## src/rtl/uart_rx_if.sv

```systemverilog
// Serial receive bundle: the line in, the received byte and status strobes out.
// The master side drives rx. The slave side is the receiver.
interface uart_rx_if;
  logic       rx;
  logic [7:0] data_out;
  logic       data_valid;
  logic       frame_err;
  logic       busy;

  modport master (
    output rx,
    input  data_out, data_valid, frame_err, busy
  );

  modport slave (
    input  rx,
    output data_out, data_valid, frame_err, busy
  );
endinterface

```

## src/rtl/uart_rx.sv

```systemverilog
// 8N1 UART receiver with 16x oversampling.
// The incoming line is synchronised first. A free-running counter produces one
// tick per oversample period. A single registered FSM finds the start bit,
// samples each bit at its centre and checks the stop bit.
// A low stop bit is reported as a framing error. The receiver then parks in
// BRK until the line returns high, so a held-low line cannot re-trigger it.
module uart_rx #(
  parameter int OS_CNT = 651, // clk cycles per oversample tick
  parameter int OS_BIT = 10   // tick counter width, 2**OS_BIT > OS_CNT-1
) (
  input  logic      clk,
  input  logic      rst,
  uart_rx_if.slave  bus
);

  localparam logic [OS_BIT-1:0] OS_MAX = OS_BIT'(OS_CNT - 1);

  typedef enum logic [2:0] {
    IDLE,
    START,
    DATA,
    STOP,
    BRK
  } state_t;

  logic              rx_meta;
  logic              rxs;
  logic [OS_BIT-1:0] os_cnt;
  logic              tick;

  state_t            state;
  logic [3:0]        s;
  logic [2:0]        n;
  logic [7:0]        shift;
  logic [7:0]        data_out_r;
  logic              data_valid_r;
  logic              frame_err_r;
  logic              busy_r;

  // Two-flop synchroniser. Both flops reset to the idle-high line level, so
  // releasing reset does not look like a start edge.
  always_ff @(posedge clk or posedge rst) begin
    if (rst) begin
      rx_meta <= 1'b1;
      rxs     <= 1'b1;
    end else begin
      // NOTE: non-blocking assignments make rxs take the previous rx_meta.
      // With blocking assignments the two flops would collapse into one.
      rx_meta <= bus.rx;
      rxs     <= rx_meta;
    end
  end

  // Free-running oversample counter. It wraps at OS_CNT-1 and never restarts
  // on a start edge, so start detection jitters by up to one tick.
  always_ff @(posedge clk or posedge rst) begin
    if (rst) begin
      os_cnt <= '0;
    end else if (os_cnt == OS_MAX) begin
      os_cnt <= '0;
    end else begin
      os_cnt <= os_cnt + 1'b1;
    end
  end

  assign tick = (os_cnt == OS_MAX);

  // Receive FSM. Every output is registered, and the pulses last one cycle.
  always_ff @(posedge clk or posedge rst) begin
    if (rst) begin
      state        <= IDLE;
      s            <= '0;
      n            <= '0;
      shift        <= '0;
      data_out_r   <= '0;
      data_valid_r <= 1'b0;
      frame_err_r  <= 1'b0;
      busy_r       <= 1'b0;
    end else begin
      // NOTE: the strobes default low on every cycle. Only the branch that
      // finishes a frame raises them, which gives exactly one-cycle pulses.
      data_valid_r <= 1'b0;
      frame_err_r  <= 1'b0;

      case (state)
        IDLE: begin
          // Leave IDLE on any cycle, so a start edge is seen without waiting for a tick.
          if (!rxs) begin
            state  <= START;
            s      <= '0;
            n      <= '0;
            busy_r <= 1'b1;
          end
        end

        START: begin
          if (tick) begin
            if (s == 4'd7) begin
              // Mid start bit: the line must still be low, otherwise it was a glitch.
              if (!rxs) begin
                state <= DATA;
                s     <= '0;
              end else begin
                state  <= IDLE;
                busy_r <= 1'b0;
              end
            end else begin
              s <= s + 4'd1;
            end
          end
        end

        DATA: begin
          if (tick) begin
            if (s == 4'd15) begin
              // Bit centre. The line is LSB first, so each bit shifts in from the top.
              shift <= {rxs, shift[7:1]};
              s     <= '0;
              n     <= n + 3'd1;
              if (n == 3'd7) begin
                state <= STOP;
              end
            end else begin
              s <= s + 4'd1;
            end
          end
        end

        STOP: begin
          if (tick) begin
            if (s == 4'd15) begin
              s <= '0;
              if (rxs) begin
                data_out_r   <= shift;
                data_valid_r <= 1'b1;
                state        <= IDLE;
                busy_r       <= 1'b0;
              end else begin
                frame_err_r <= 1'b1;
                state       <= BRK;
              end
            end else begin
              s <= s + 4'd1;
            end
          end
        end

        BRK: begin
          // Wait here until the line is released. A held-low line must not start a new frame.
          if (tick && rxs) begin
            state  <= IDLE;
            busy_r <= 1'b0;
          end
        end

        default: begin
          state  <= IDLE;
          busy_r <= 1'b0;
        end
      endcase
    end
  end

  assign bus.data_out   = data_out_r;
  assign bus.data_valid = data_valid_r;
  assign bus.frame_err  = frame_err_r;
  assign bus.busy       = busy_r;

endmodule

```

## src/flat_wrapper.sv

```systemverilog
// flat-port wrapper written by rule: the top's interface ports become plain ports
module uart_rx_flat 
#(
  parameter int OS_CNT = 651,                                  
  parameter int OS_BIT = 10                                              
)
  (clk, rst, bus_rx, bus_data_out, bus_data_valid, bus_frame_err, bus_busy);
  uart_rx_if bus_i ();
  input  logic clk;
  input  logic rst;
  input wire logic [$bits(bus_i.rx)-1:0] bus_rx;
  output wire logic [$bits(bus_i.data_out)-1:0] bus_data_out;
  output wire logic [$bits(bus_i.data_valid)-1:0] bus_data_valid;
  output wire logic [$bits(bus_i.frame_err)-1:0] bus_frame_err;
  output wire logic [$bits(bus_i.busy)-1:0] bus_busy;
  assign bus_i.rx = bus_rx;
  assign bus_data_out = bus_i.data_out;
  assign bus_data_valid = bus_i.data_valid;
  assign bus_frame_err = bus_i.frame_err;
  assign bus_busy = bus_i.busy;
  uart_rx #(.OS_CNT(OS_CNT), .OS_BIT(OS_BIT)) u_core (.clk(clk), .rst(rst), .bus(bus_i));
endmodule
```

## config.mk

```make
export PLATFORM = sky130hd
export DESIGN_NAME = uart_rx_flat
export DESIGN_NICKNAME = d
export VERILOG_FILES = /design/src/rtl/uart_rx_if.sv /design/src/rtl/uart_rx.sv /design/src/flat_wrapper.sv
export SDC_FILE = /design/constraint.sdc
export NUM_CORES = 1
export LEC_CHECK = 0
export ABC_CLOCK_PERIOD_IN_PS = 5000
export BUFFER_PORTS_ARGS = -buffer_cell sky130_fd_sc_hd__buf_2
export CORE_ASPECT_RATIO = 0.8
export CORE_UTILIZATION = 45
export CTS_CLUSTER_SIZE = 20
export DETAILED_ROUTE_END_ITERATION = 10
export GPL_ROUTABILITY_DRIVEN = 0
export PLACE_DENSITY = 0.59
export SLEW_MARGIN = 10
export SYNTH_ARGS = -nofsm -noshare
export SYNTH_HDL_FRONTEND = slang
export SYNTH_SLANG_ARGS = --single-unit
export TNS_END_PERCENT = 50
```

## constraint.sdc

```tcl
create_clock -name clk -period 5 [get_ports clk]
set_input_delay 1 -clock clk [delete_from_list [all_inputs] [get_ports clk]]
set_output_delay 1 -clock clk [all_outputs]
set_load 0.005 [all_outputs]
```

* Yosys cells after proc, flatten, opt, wreduce, memory -nomap -nowiden *
Index checks and enable logic that the tools add are counted.

word-level totals
  output and inout bits = 11
  register bits after elaboration = 41
  logic and storage cells = 83

cells by class
  bitwise gates (word level) = 1
  add/subtract/negate cells = 3
  reduce and logical (&&, ||, !) cells = 11
  equal/unequal tests = 18
  multiplexer cells = 39

operators by type and width
  kind                                                  number
  2-to-1 mux 3 bit                                      13
  2-to-1 mux 4 bit                                      5
  != test 2 x 1 -> 1 bit (second input constant)        9
  2-to-1 mux 1 bit                                      15
  case mux 3 bit (5 select lines)                       1
  case mux 4 bit (3 select lines)                       1
  adder 10 x 1 -> 10 bit (second input constant)        1
  equality test 10 bit (second input constant)          1
  2-to-1 mux 10 bit                                     1
  AND reduction 9 bit                                   1
  AND reduction 4 bit                                   2
  AND reduction 7 bit                                   1
  equality test 3 x 2 -> 1 bit (second input constant)  2
  equality test 3 bit (second input constant)           2
  case mux 3 bit (2 select lines)                       1
  AND reduction 3 bit                                   2
  case mux 1 bit (5 select lines)                       1
  adder 4 x 1 -> 4 bit (second input constant)          1
  equality test 4 x 3 -> 1 bit (second input constant)  1
  equality test 4 bit (second input constant)           1
  adder 3 x 1 -> 3 bit (second input constant)          1
  equality test 3 x 1 -> 1 bit (second input constant)  1
  logical NOT 3 bit                                     1
  nonzero test 3 bit                                    1
  6 further kinds                                       6

* Logic depth before layout (Yosys ltp) *
Gate-level depths: netlist of the first run.

  word-level depth = 5
  gate-level depth with buffers = 7
  gate-level depth less buffers = 6

* Worst setup path before layout of the first run *
OpenSTA, ideal clock, no wires.

  path kind = reg-to-reg
  from = reg u_core.os_cnt[6]
  to = reg u_core.shift[0]
  buffers on the path = 1
  stages on the path, launching flop included = 5
  arrival = 1.845 ns
  period minus slack after synthesis = 1.970 ns
  slack = 3.030 ns
  cells stage by stage = dfrtp_1 or4_4 nor4_4 buf_6 mux2_4

on the way
  cells in the longest elaborated chain, start to end = 2

RTL lines
  what                                  line            RTL
  start: declaration                    uart_rx.sv:28   logic [OS_BIT-1:0] os_cnt;
  start signal: assignment              uart_rx.sv:62   os_cnt <= os_cnt + 1'b1;
  equality test 10 bit                  uart_rx.sv:66   assign tick = (os_cnt == OS_MAX);
  AND reduction 3 bit (no source line)  --
  end signal: assignment                uart_rx.sv:117  shift <= {rxs, shift[7:1]};
  end: declaration                      uart_rx.sv:34   logic [7:0] shift;

Every way passes these cells.
A chain may end at the register's enable or synchronous reset.

* Worst setup path in the final report of the first run *
  from = reg u_core.state[2]
  to = reg u_core.shift[5]

on the way
  cells in the longest elaborated chain, start to end = 2

RTL lines
  what                                  line            RTL
  start: declaration                    uart_rx.sv:31   state_t state;
  start signal: assignment              uart_rx.sv:71   state <= IDLE;
  start signal: assignment              uart_rx.sv:89   state <= START;
  start signal: assignment              uart_rx.sv:101  state <= DATA;
  equality test 3 x 2 -> 1 bit          uart_rx.sv:85   case (state)
  AND reduction 3 bit (no source line)  --

Every way passes these cells.

==> summary.txt, run 1 <==
Die
  – Die Span Y: 61.58 um
  – Rows: 21
  – Effective utilization at floorplan: 0.4720
  – IO Pins: 14
  – Placeable Area: 0.004230 mm2
  – Die width: 76.48 um
  – Die ar.: 0.004710 mm2

Synth
  – Synthesized instance count: 171
  – Distinct cells, synth: 47
  – Largest cells by area after synthesis: dfrtp_1 49%, mux2_2 6.2%, mux2_4 3.8%, ha_1 3.1%, dfstp_2 2.6%
  – Number of enable flip-flop cells after synthesis: 0
  – Syn nets: 179
  – Yosys top cell area share: 0.4887
  – Synth area leader: dfrtp_1
  – Main synth FF type: dfrtp_1
  – Synth async-reset ratio: 1.000
  – Yosys reg bits: just over 40
  – Yosys Warn Count: 0
  – Mapped Area: 0.001997 mm2
  – Synth cell count leaders: 39 x dfrtp_1, 11 x mux2_2, 11 x nand2_1, 10 x nand3_1, 10 x nor2_1
  – Mean Syn Cell Area: 11.68 um2
  – Seq/Total Area, Yosys: 0.5150
  – Most frequent cell after synthesis: dfrtp_1

Timing
  – RSZ-0062 raised after global routing: no
  – Worst Tran Pin Value: between 0.9 and 1 ns
  – Setup_tns: 0 ns
  – Final setup margin: 2.555 ns
  – Final hold slack: 0.3582 ns
  – Final Max Tran Viols: 0
  – Final-report hold violation count: 0
  – Tmin final: roughly 2.4 ns
  – Fmax: 408.9 MHz
  – Rel. slew slack: 0.3936
  – Final Cycle Share: 0.4891
  – Clock Skew: roughly 0.0035 ns
  – Final setup viols: 0

Placed design
  – HPWL after DPL: about 2500 um
  – Dpl cell area: roughly 0.0021 mm2
  – Cell count after placement: 235
  – Port Buf Inserts: 13
  – Post-placement worst setup slack: 2.566 ns

Power
  – Design Power: 0.5532 mW
  – Switching part of the total power: 0.2210
  – Lkg Pwr: 1.008 nW
  – Switching power: about 0.12 mW
  – PD cells: between 200 and 300 mW/mm2
  – Flop pwr share: 0.604
  – VDD IR-drop max: ~160 uV
  – Clock group share of total power: 0.380
  – Cell-internal power: ~0.43 mW
  – Logic pwr share: 0.016

Finish
  – Area of the multi-input gates: 884.6 um2
  – Area grow syn2layout: 8.459%
  – Share of cells above drive strength 1: 0.2527
  – Nets: around 190
  – Non-Filler Instances: 243
  – Post-route cell area: ~0.0022 mm2
  – Final Core Density: 0.5120
  – FF/Latch Area: 0.001028 mm2
  – Fillcell total: 395
  – Inserted Diodes: 0

Clocking
  – # hold bufs at CTS: 0
  – Inserted Clock Buffers: 5
  – Post-cts sizing count: 0
  – H-tree depth: 2
  – CTS max path bufs: 2
  – Clock transition at path regs: approximately 0.080 ns
  – Post-CTS setup buffers: 0
  – CTS tree: done
  – CTS Root Buffer Type: clkbuf_8
  – CTS Sinks: 41
  – Clk Latency, worst-skew pair: 0.29 ns

Status
  – Status: completed

Worst setup path
  – CP Capture Type: register
  – WP data arrival: 2.62 ns
  – Largest stage delay, worst path: 0.83 ns
  – CP Data Required Time: approximately 5.2 ns
  – CP max FO: 15
  – Slowest stage cell, crit path: nor4_4
  – Critical Path, Cell by Cell: or3b_2 -> nor4_4 -> mux2_2
  – Critical path class: reg -> reg
  – Crit start category: register

Detailed routing
  – WL/cell: 14.73 um
  – DRT Pass-1 Iters: 4
  – Total Wirelength: 3579 um
  – Remaining antenna violation count: 0
  – Initial detailed-routing violation count: 55
  – Vias: 1349
  – Vias per inst: 5.551
  – Post-route DRC: 0

Global route
  – Initial antenna violation count: 0
  – Largest net degree at the start of global routing: 42
  – GRT Util Overall: 0.1624
  – Grt ovf: 0
  – First-pass GRT wire length: 5816 um
  – Number of global-route vias before repair: 1213

Min path
  – Worst min-delay path category: reg -> reg

Run
  – Max_cap viols: 0
==> layer usage <==
metal  wire length [um]  global-route usage
met4                 31             0.05769
met2               1654              0.2625
met1               1789              0.2153
met3                104             0.04296
met5                  0                   0
==> logic make-up after synthesis <==
group,Yosys count,synth area share
flops,41,0.5150
simple gates,59,0.1773
xor+xnor,8,0.03509
buf+inv,13,0.04198
fa+ha+maj,5,0.03133
compound gates,27,0.08960
mux,18,0.1096
==> path summary, 6_finish.rpt <==
kind	start	end	slack (ns)	cells after the start
worst max-delay path	u_core.state[2]	u_core.shift[5]	2.55	3
worst min-delay path	u_core.rx_meta	u_core.rxs	0.36	0
worst max register to register	u_core.state[2]	u_core.shift[5]	2.55	3
worst min register to register	u_core.rx_meta	u_core.rxs	0.36	0
max in group asynchronous	rst	u_core.rx_meta	3.82	3
min in group asynchronous	rst	u_core.bus.data_out[6]	0.82	3
==> sequential cells by signal, summed over array words and instances (netlist names) <==
name / count
u_core.bus.frame_err: 1
u_core.n: 3
u_core.rxs: 1
u_core.bus.data_valid: 1
u_core.rx_meta: 1
u_core.os_cnt: 10
u_core.bus.data_out: 8
u_core.state: 3
u_core.bus.busy: 1
u_core.s: 4
u_core.shift: 8
==> power by group through the flow <==
stage | clock network (mW) | logic, mW | registers (mW)
finish | 0.210 | 0.00881 | 0.334
global route | 0.229 | 0.0104 | 0.334
CTS | 0.217 | 0.00941 | 0.334
detailed placement | 0 | 0.00932 | 0.341
global placement | 0 | 0.00930 | 0.341
floorplan | 0 | 0.00775 | 0.340
==> layout make-up <==
class                           instances  share of cell area
Clock buffer                            5             0.03177
Sequential cell                        41              0.4749
Timing Repair Buffer                   14             0.03351
Clock inverter                          3            0.008088
Multi-Input combinational cell        117              0.4084
Inverter                                6             0.01040
Tap cell                               57             0.03293
==> layout by cell type, fill, tap and decap left out, drive strengths merged, types with 3 or more instances in the layout <==
cell type  netlist  routed
dfrtp           39      39
mux2            16      16
buf              2      14
nand2           11      11
nor2            11      11
nand3           10      10
o21ai            9       9
inv              6       6
xnor2            6       6
ha               5       5
clkbuf           5       5
nor4             4       4
nand4            3       3
o31ai            3       3
a21oi            3       3
==> worst max-delay path, delay by kind of cell (launching register included) <==
family	cells	cell delay [ns]
flip-flops	1	0.54
multiplexers	1	0.42
AND/OR/NAND/NOR	2	1.37
No activity file was read; power rests on OpenSTA's default activity.
==> run 2: changes to the inputs <==
ABC_CLOCK_PERIOD_IN_PS = 2400   (was 5000)
clock period = 2.4 ns   (was 5 ns; I/O delays follow)
==> run 2 against run 1 <==
Effect of this change:
- sequential power increased by 110%
- first-iteration DRC count grew to 2.7 times the previous value
- clock skew grew 0.0036 ns
- cell count up 1.6%
- core utilization increased by 1.5 points
- register-to-register slack got worse by 2.3 ns
- global-route usage decreased by 0.38 points
- routed wire length down 1.2%
- worst hold slack worse by 0.077 ns
- critical path type unchanged
- total power grew 130%
==> summary.txt, run 2 (synthesis results as in run 1) <==
Power
  – Logic pwr share: 0.014
  – VDD IR-drop max: 537.5 uV
  – Lkg Pwr: 1.042 nW
  – Flop pwr share: 0.542
  – Cell-internal power: 1.035 mW
  – Switching part of the total power: 0.1939
  – PD cells: 576.0 mW/mm2
  – Clock group share of total power: 0.444
  – Switching power: 0.2490 mW

Detailed routing
  – DRT Pass-1 Iters: 4
  – Remaining antenna violation count: 0
  – Vias: 1341
  – WL/cell: 14.31 um
  – Post-route DRC: 0
  – Initial detailed-routing violation count: 151
  – Total Wirelength: 3535 um
  – Vias per inst: 5.429

Clocking
  – Post-CTS setup buffers: 0
  – CTS max path bufs: 2
  – Post-cts sizing count: 0
  – Inserted Clock Buffers: 5
  – H-tree depth: 2
  – Clk Latency, worst-skew pair: about 0.29 ns
  – # hold bufs at CTS: 0
  – CTS Sinks: 41
  – CTS Root Buffer Type: clkbuf_8
  – Clock transition at path regs: around 0.08 ns
  – CTS tree: done

Global route
  – Met1 GRT Util: 0.2164
  – Number of global-route vias before repair: 1202
  – Top Usage Layer GRT: met2
  – First-pass GRT wire length: approximately 5700 um
  – Initial antenna violation count: 0
  – Largest net degree at the start of global routing: 42
  – Met3 Use GR: 0.04444
  – GRT met2 Usage: 0.2458
  – GRT Util Overall: 0.1586
  – Grt ovf: 0

Status
  – Status: completed

Finish
  – Inserted Diodes: 0
  – Nets: 197
  – Share of cells above drive strength 1: 0.2684
  – Area grow syn2layout: 11.65%
  – Max FFs per register: 10
  – Largest Register: u_core.os_cnt
  – Commonest non-fill, non-tap cell in the layout: dfrtp_1
  – Fillcell total: 363
  – Most frequent cells in the layout: 39 x dfrtp_1, 13 x buf_2, 11 x mux2_2, 11 x nand2_1

Die
  – Die Span Y: 61.58 um
  – Effective utilization at floorplan: 0.4720
  – Rows: 21
  – Die ar.: 0.004710 mm2
  – Die width: around 76 um
  – Placeable Area: 0.004230 mm2
  – IO Pins: 14

Timing
  – Final setup viols: 0
  – Setup_tns: 0 ns
  – RSZ-0062 raised after global routing: no
  – Final hold slack: ~0.28 ns
  – Fmax: 470.0 MHz
  – Final Max Tran Viols: 0
  – Tmin final: ~2.1 ns
  – Final-report hold violation count: 0
  – Worst Tran Pin Value: 0.5029 ns
  – Final Cycle Share: 0.8866
  – Clock Skew: 0.007141 ns
  – Rel. slew slack: 0.6647

Run
  – Max_cap viols: 0

Worst setup path
  – CP max FO: 8
  – CP Data Required Time: 2.58 ns
  – CP Capture Type: register
  – Critical path class: reg -> reg
  – Crit start category: register
  – WP data arrival: 2.31 ns

Min path
  – Worst min-delay path category: in -> reg

Placed design
  – HPWL after DPL: 2477 um
  – Port Buf Inserts: 13
## run 2: metrics by stage
step                power (mW)  std cells  setup WS (ns)    util  cell area, um2
global route             1.332        247         0.1604  0.5271            2230
global placement        0.7284        239         0.3633  0.4987            2110
floorplan               0.7236        171         0.4296       -            1997
CTS                      1.302        247         0.2481  0.5271            2230
detailed placement      0.7291        239         0.2559  0.4987            2110
finish                   1.284        247         0.2722  0.5271            2230
## run 2: worst max-delay path: stages, from the launching register on
cell     delay (ns)
dfrtp_1        0.45
inv_1          0.09
ha_1           0.16
and4b_1        0.27
nand3_1        0.20
nor2_2         0.45
mux2_2         0.39
## run 2: final timing paths
check / from / end / slack [ns] / cells after the start
worst max-delay path: u_core.os_cnt[0] / u_core.bus.data_out[5] / 0.27 / 6
worst min-delay path: bus_rx / u_core.rx_meta / 0.28 / 1
worst max register to register: u_core.os_cnt[0] / u_core.bus.data_out[5] / 0.27 / 6
min in group asynchronous: rst / u_core.bus.data_out[4] / 0.29 / 3
max in group asynchronous: rst / u_core.rxs / 1.74 / 3
worst min register to register: u_core.rx_meta / u_core.rxs / 0.37 / 0
## run 2: power by group through the flow
stage | logic (mW) | clock network (mW) | registers, mW
final | 0.0182 | 0.570 | 0.696
after global routing | 0.0217 | 0.614 | 0.697
after CTS | 0.0194 | 0.586 | 0.696
after detailed placement | 0.0193 | 0 | 0.710
after global placement | 0.0187 | 0 | 0.710
after floorplan | 0.0161 | 0 | 0.707
## run 2: final cells by class
| class | count | area, um2 | area share |
|---|---|---|---|
| Sequential cell | 41 | 1028 | 0.4613 |
| Multi-Input combinational cell | 117 | 884.6 | 0.3967 |
| Timing Repair Buffer | 18 | 102.6 | 0.04602 |
| Clock buffer | 6 | 82.58 | 0.03704 |
| Tap cell | 57 | 71.32 | 0.03199 |
| Clock inverter | 2 | 37.54 | 0.01684 |
| Inverter | 6 | 22.52 | 0.01010 |
## run 2: per-layer routing
layer	wire, um	vias to the layer above
met3	116	2
met1	1741	656
met2	1658	27
met5	0	-
met4	19	0
li1	-	656
==> run 3: changes to the inputs <==
CELL_PAD_IN_SITES_DETAIL_PLACEMENT = 2   (was not set)
CELL_PAD_IN_SITES_GLOBAL_PLACEMENT = 2   (was not set)
CORE_UTILIZATION = 40   (was 45)
PLACE_DENSITY = 0.83   (was 0.59)
==> run 3 against run 2 <==
Effect of this change:
- clock-buffer cell count is 1 higher
- routed wire length grew 33%
- largest cell class unchanged
- cell count rose by 0.81%
- first-iteration DRC count is 64% lower
- sequential power about the same
- sequential share of layout area up 0.16 points
- clock skew barely moved
==> summary.txt, run 3 (synthesis results as in run 1) <==
Finish
  – Final Core Density: 0.4749
  – Share of cells above drive strength 1: 0.2593
  – Inserted Diodes: 0
  – Area grow syn2layout: 11.28%
  – Max FFs per register: 10
  – Commonest non-fill, non-tap cell in the layout: dfrtp_1
  – Fillcell total: 482
  – Largest Register: u_core.os_cnt
  – Most frequent cells in the layout: 39 x dfrtp_1, 13 x buf_2, 11 x mux2_2, 11 x nand2_1
  – Nets: 196

Detailed routing
  – WL/cell: 18.90 um
  – Initial detailed-routing violation count: 54
  – Post-route DRC: 0
  – DRT Pass-1 Iters: 4
  – Remaining antenna violation count: 0
  – Vias: 1404
  – Total Wirelength: 4707 um
  – Vias per inst: roughly 5.6

Worst setup path
  – R2R cell count: 6
  – WP data arrival: 2.36 ns
  – FF-to-FF Start: u_core.os_cnt[0]
  – Critical path class: reg -> reg
  – R2r setup slk: 0.22 ns
  – CP Data Required Time: 2.58 ns
  – Largest stage delay, worst path: around 0.45 ns
  – CP max FO: 8
  – Reg2reg end: u_core.bus.data_out[5]
  – Slowest stage cell, crit path: dfrtp_1
  – Critical Path, Cell by Cell: inv_1 -> ha_1 -> and4b_1 -> nand3_1 -> nor2_2 -> mux2_2
  – CP Capture Type: register
  – Crit start category: register

Clocking
  – Post-cts sizing count: 0
  – Inserted Clock Buffers: 5
  – CTS max path bufs: 2
  – # hold bufs at CTS: 0
  – H-tree depth: 2
  – Clock transition at path regs: about 0.080 ns
  – Post-CTS setup buffers: 0
  – CTS Root Buffer Type: clkbuf_8
  – Clk Latency, worst-skew pair: 0.30 ns
  – CTS Sinks: 41
  – CTS tree: done

Global route
  – Initial antenna violation count: 0
  – Number of global-route vias before repair: 1508
  – First-pass GRT wire length: 7969 um
  – GRT Util Overall: 0.2071
  – Largest net degree at the start of global routing: 42
  – Grt ovf: 0

Timing
  – Clock Skew: between 0.007 and 0.008 ns
  – Fmax: 459.7 MHz
  – Worst Tran Pin Value: 0.5307 ns
  – Final setup viols: 0
  – Rel. slew slack: 0.6462
  – Tmin final: 2.175 ns
  – Setup_tns: 0 ns
  – Final Cycle Share: 0.9065
  – RSZ-0062 raised after global routing: no
  – Final-report hold violation count: 0
  – Final Max Tran Viols: 0

Power
  – Lkg Pwr: 1.038 nW
  – PD cells: 587.6 mW/mm2
  – VDD IR-drop max: 286.7 uV
  – Design Power: 1.306 mW

Die
  – Placeable Area: 0.004679 mm2
  – IO Pins: 14
  – Die Span Y: 65.20 um
  – Die ar.: around 0.0053 mm2
  – Effective utilization at floorplan: 0.4267
  – Rows: 22
  – Die width: between 80 and 90 um

Min path
  – Hold path startpoint: bus_rx
  – Worst Hold End: u_core.rx_meta
  – Worst min-delay path category: in -> reg
  – Cells on Worst Hold Path: 1

Status
  – Status: completed

Run
  – Max_cap viols: 0

Placed design
  – HPWL after DPL: around 3300 um
  – Port Buf Inserts: 13
[run 3: changes by cell type in the layout (fill, tap and decap cells not counted), sizes merged]
cell | previous run | this run
buf | 18 | 17
clkbuf | 6 | 7
clkinvlp | 1 | 0
[run 3: how the worst max path moves through the flow]
stage	start	end	slack, ns
finish	u_core.os_cnt[0]	u_core.bus.data_out[5]	0.22
CTS	u_core.os_cnt[0]	u_core.bus.data_out[6]	0.21
global route	u_core.os_cnt[0]	u_core.bus.data_out[5]	0.07
floorplan	u_core.os_cnt[6]	u_core.shift[0]	0.43
global placement	u_core.state[1]	u_core.shift[4]	0.35
detailed placement	u_core.os_cnt[0]	u_core.bus.data_out[5]	0.22
[run 3: area by class of cell]
| class | count | area, um2 | area share |
|---|---|---|---|
| Clock buffer | 7 | 86.33 | 0.03885 |
| Clock inverter | 1 | 30.03 | 0.01351 |
| Inverter | 6 | 22.52 | 0.01014 |
| Multi-Input combinational cell | 117 | 884.6 | 0.3981 |
| Sequential cell | 41 | 1028 | 0.4628 |
| Tap cell | 60 | 75.07 | 0.03378 |
| Timing Repair Buffer | 17 | 95.09 | 0.04279 |
[run 3: metal layers]
layer,share of wire,track usage
met5,0,0
met3,0.023,0.04167
met2,0.49,0.3372
met4,0.014,0.06696
met1,0.47,0.2751
[run 3: power breakdown]
part           switching (mW)  internal (mW)
sequential            0.00337          0.693
combinational          0.0159        0.00393
clock                   0.250          0.339
total                   0.269           1.04
[run 3: worst max-delay path: cells and delay by family (launching register included)]
family,cells,cell delay (ns)
adders and majority gates,1,0.18
buffers and inverters,1,0.09
DFF,1,0.45
muxes,1,0.40
and+or+nand+nor,3,0.94
[run 3: per-stage QoR]
step | instances | hold slack, ns | instance area (um2) | worst slack, ns
after detailed placement | 241 | 0.3610 | 2106 | 0.2178
after global routing | 249 | 0.2646 | 2222 | 0.06735
final | 249 | 0.2735 | 2222 | 0.2245
after global placement | 241 | 0.3490 | 2106 | 0.3543
after CTS | 249 | 0.2683 | 2222 | 0.2090
after floorplan | 171 | 0.3452 | 1997 | 0.4296
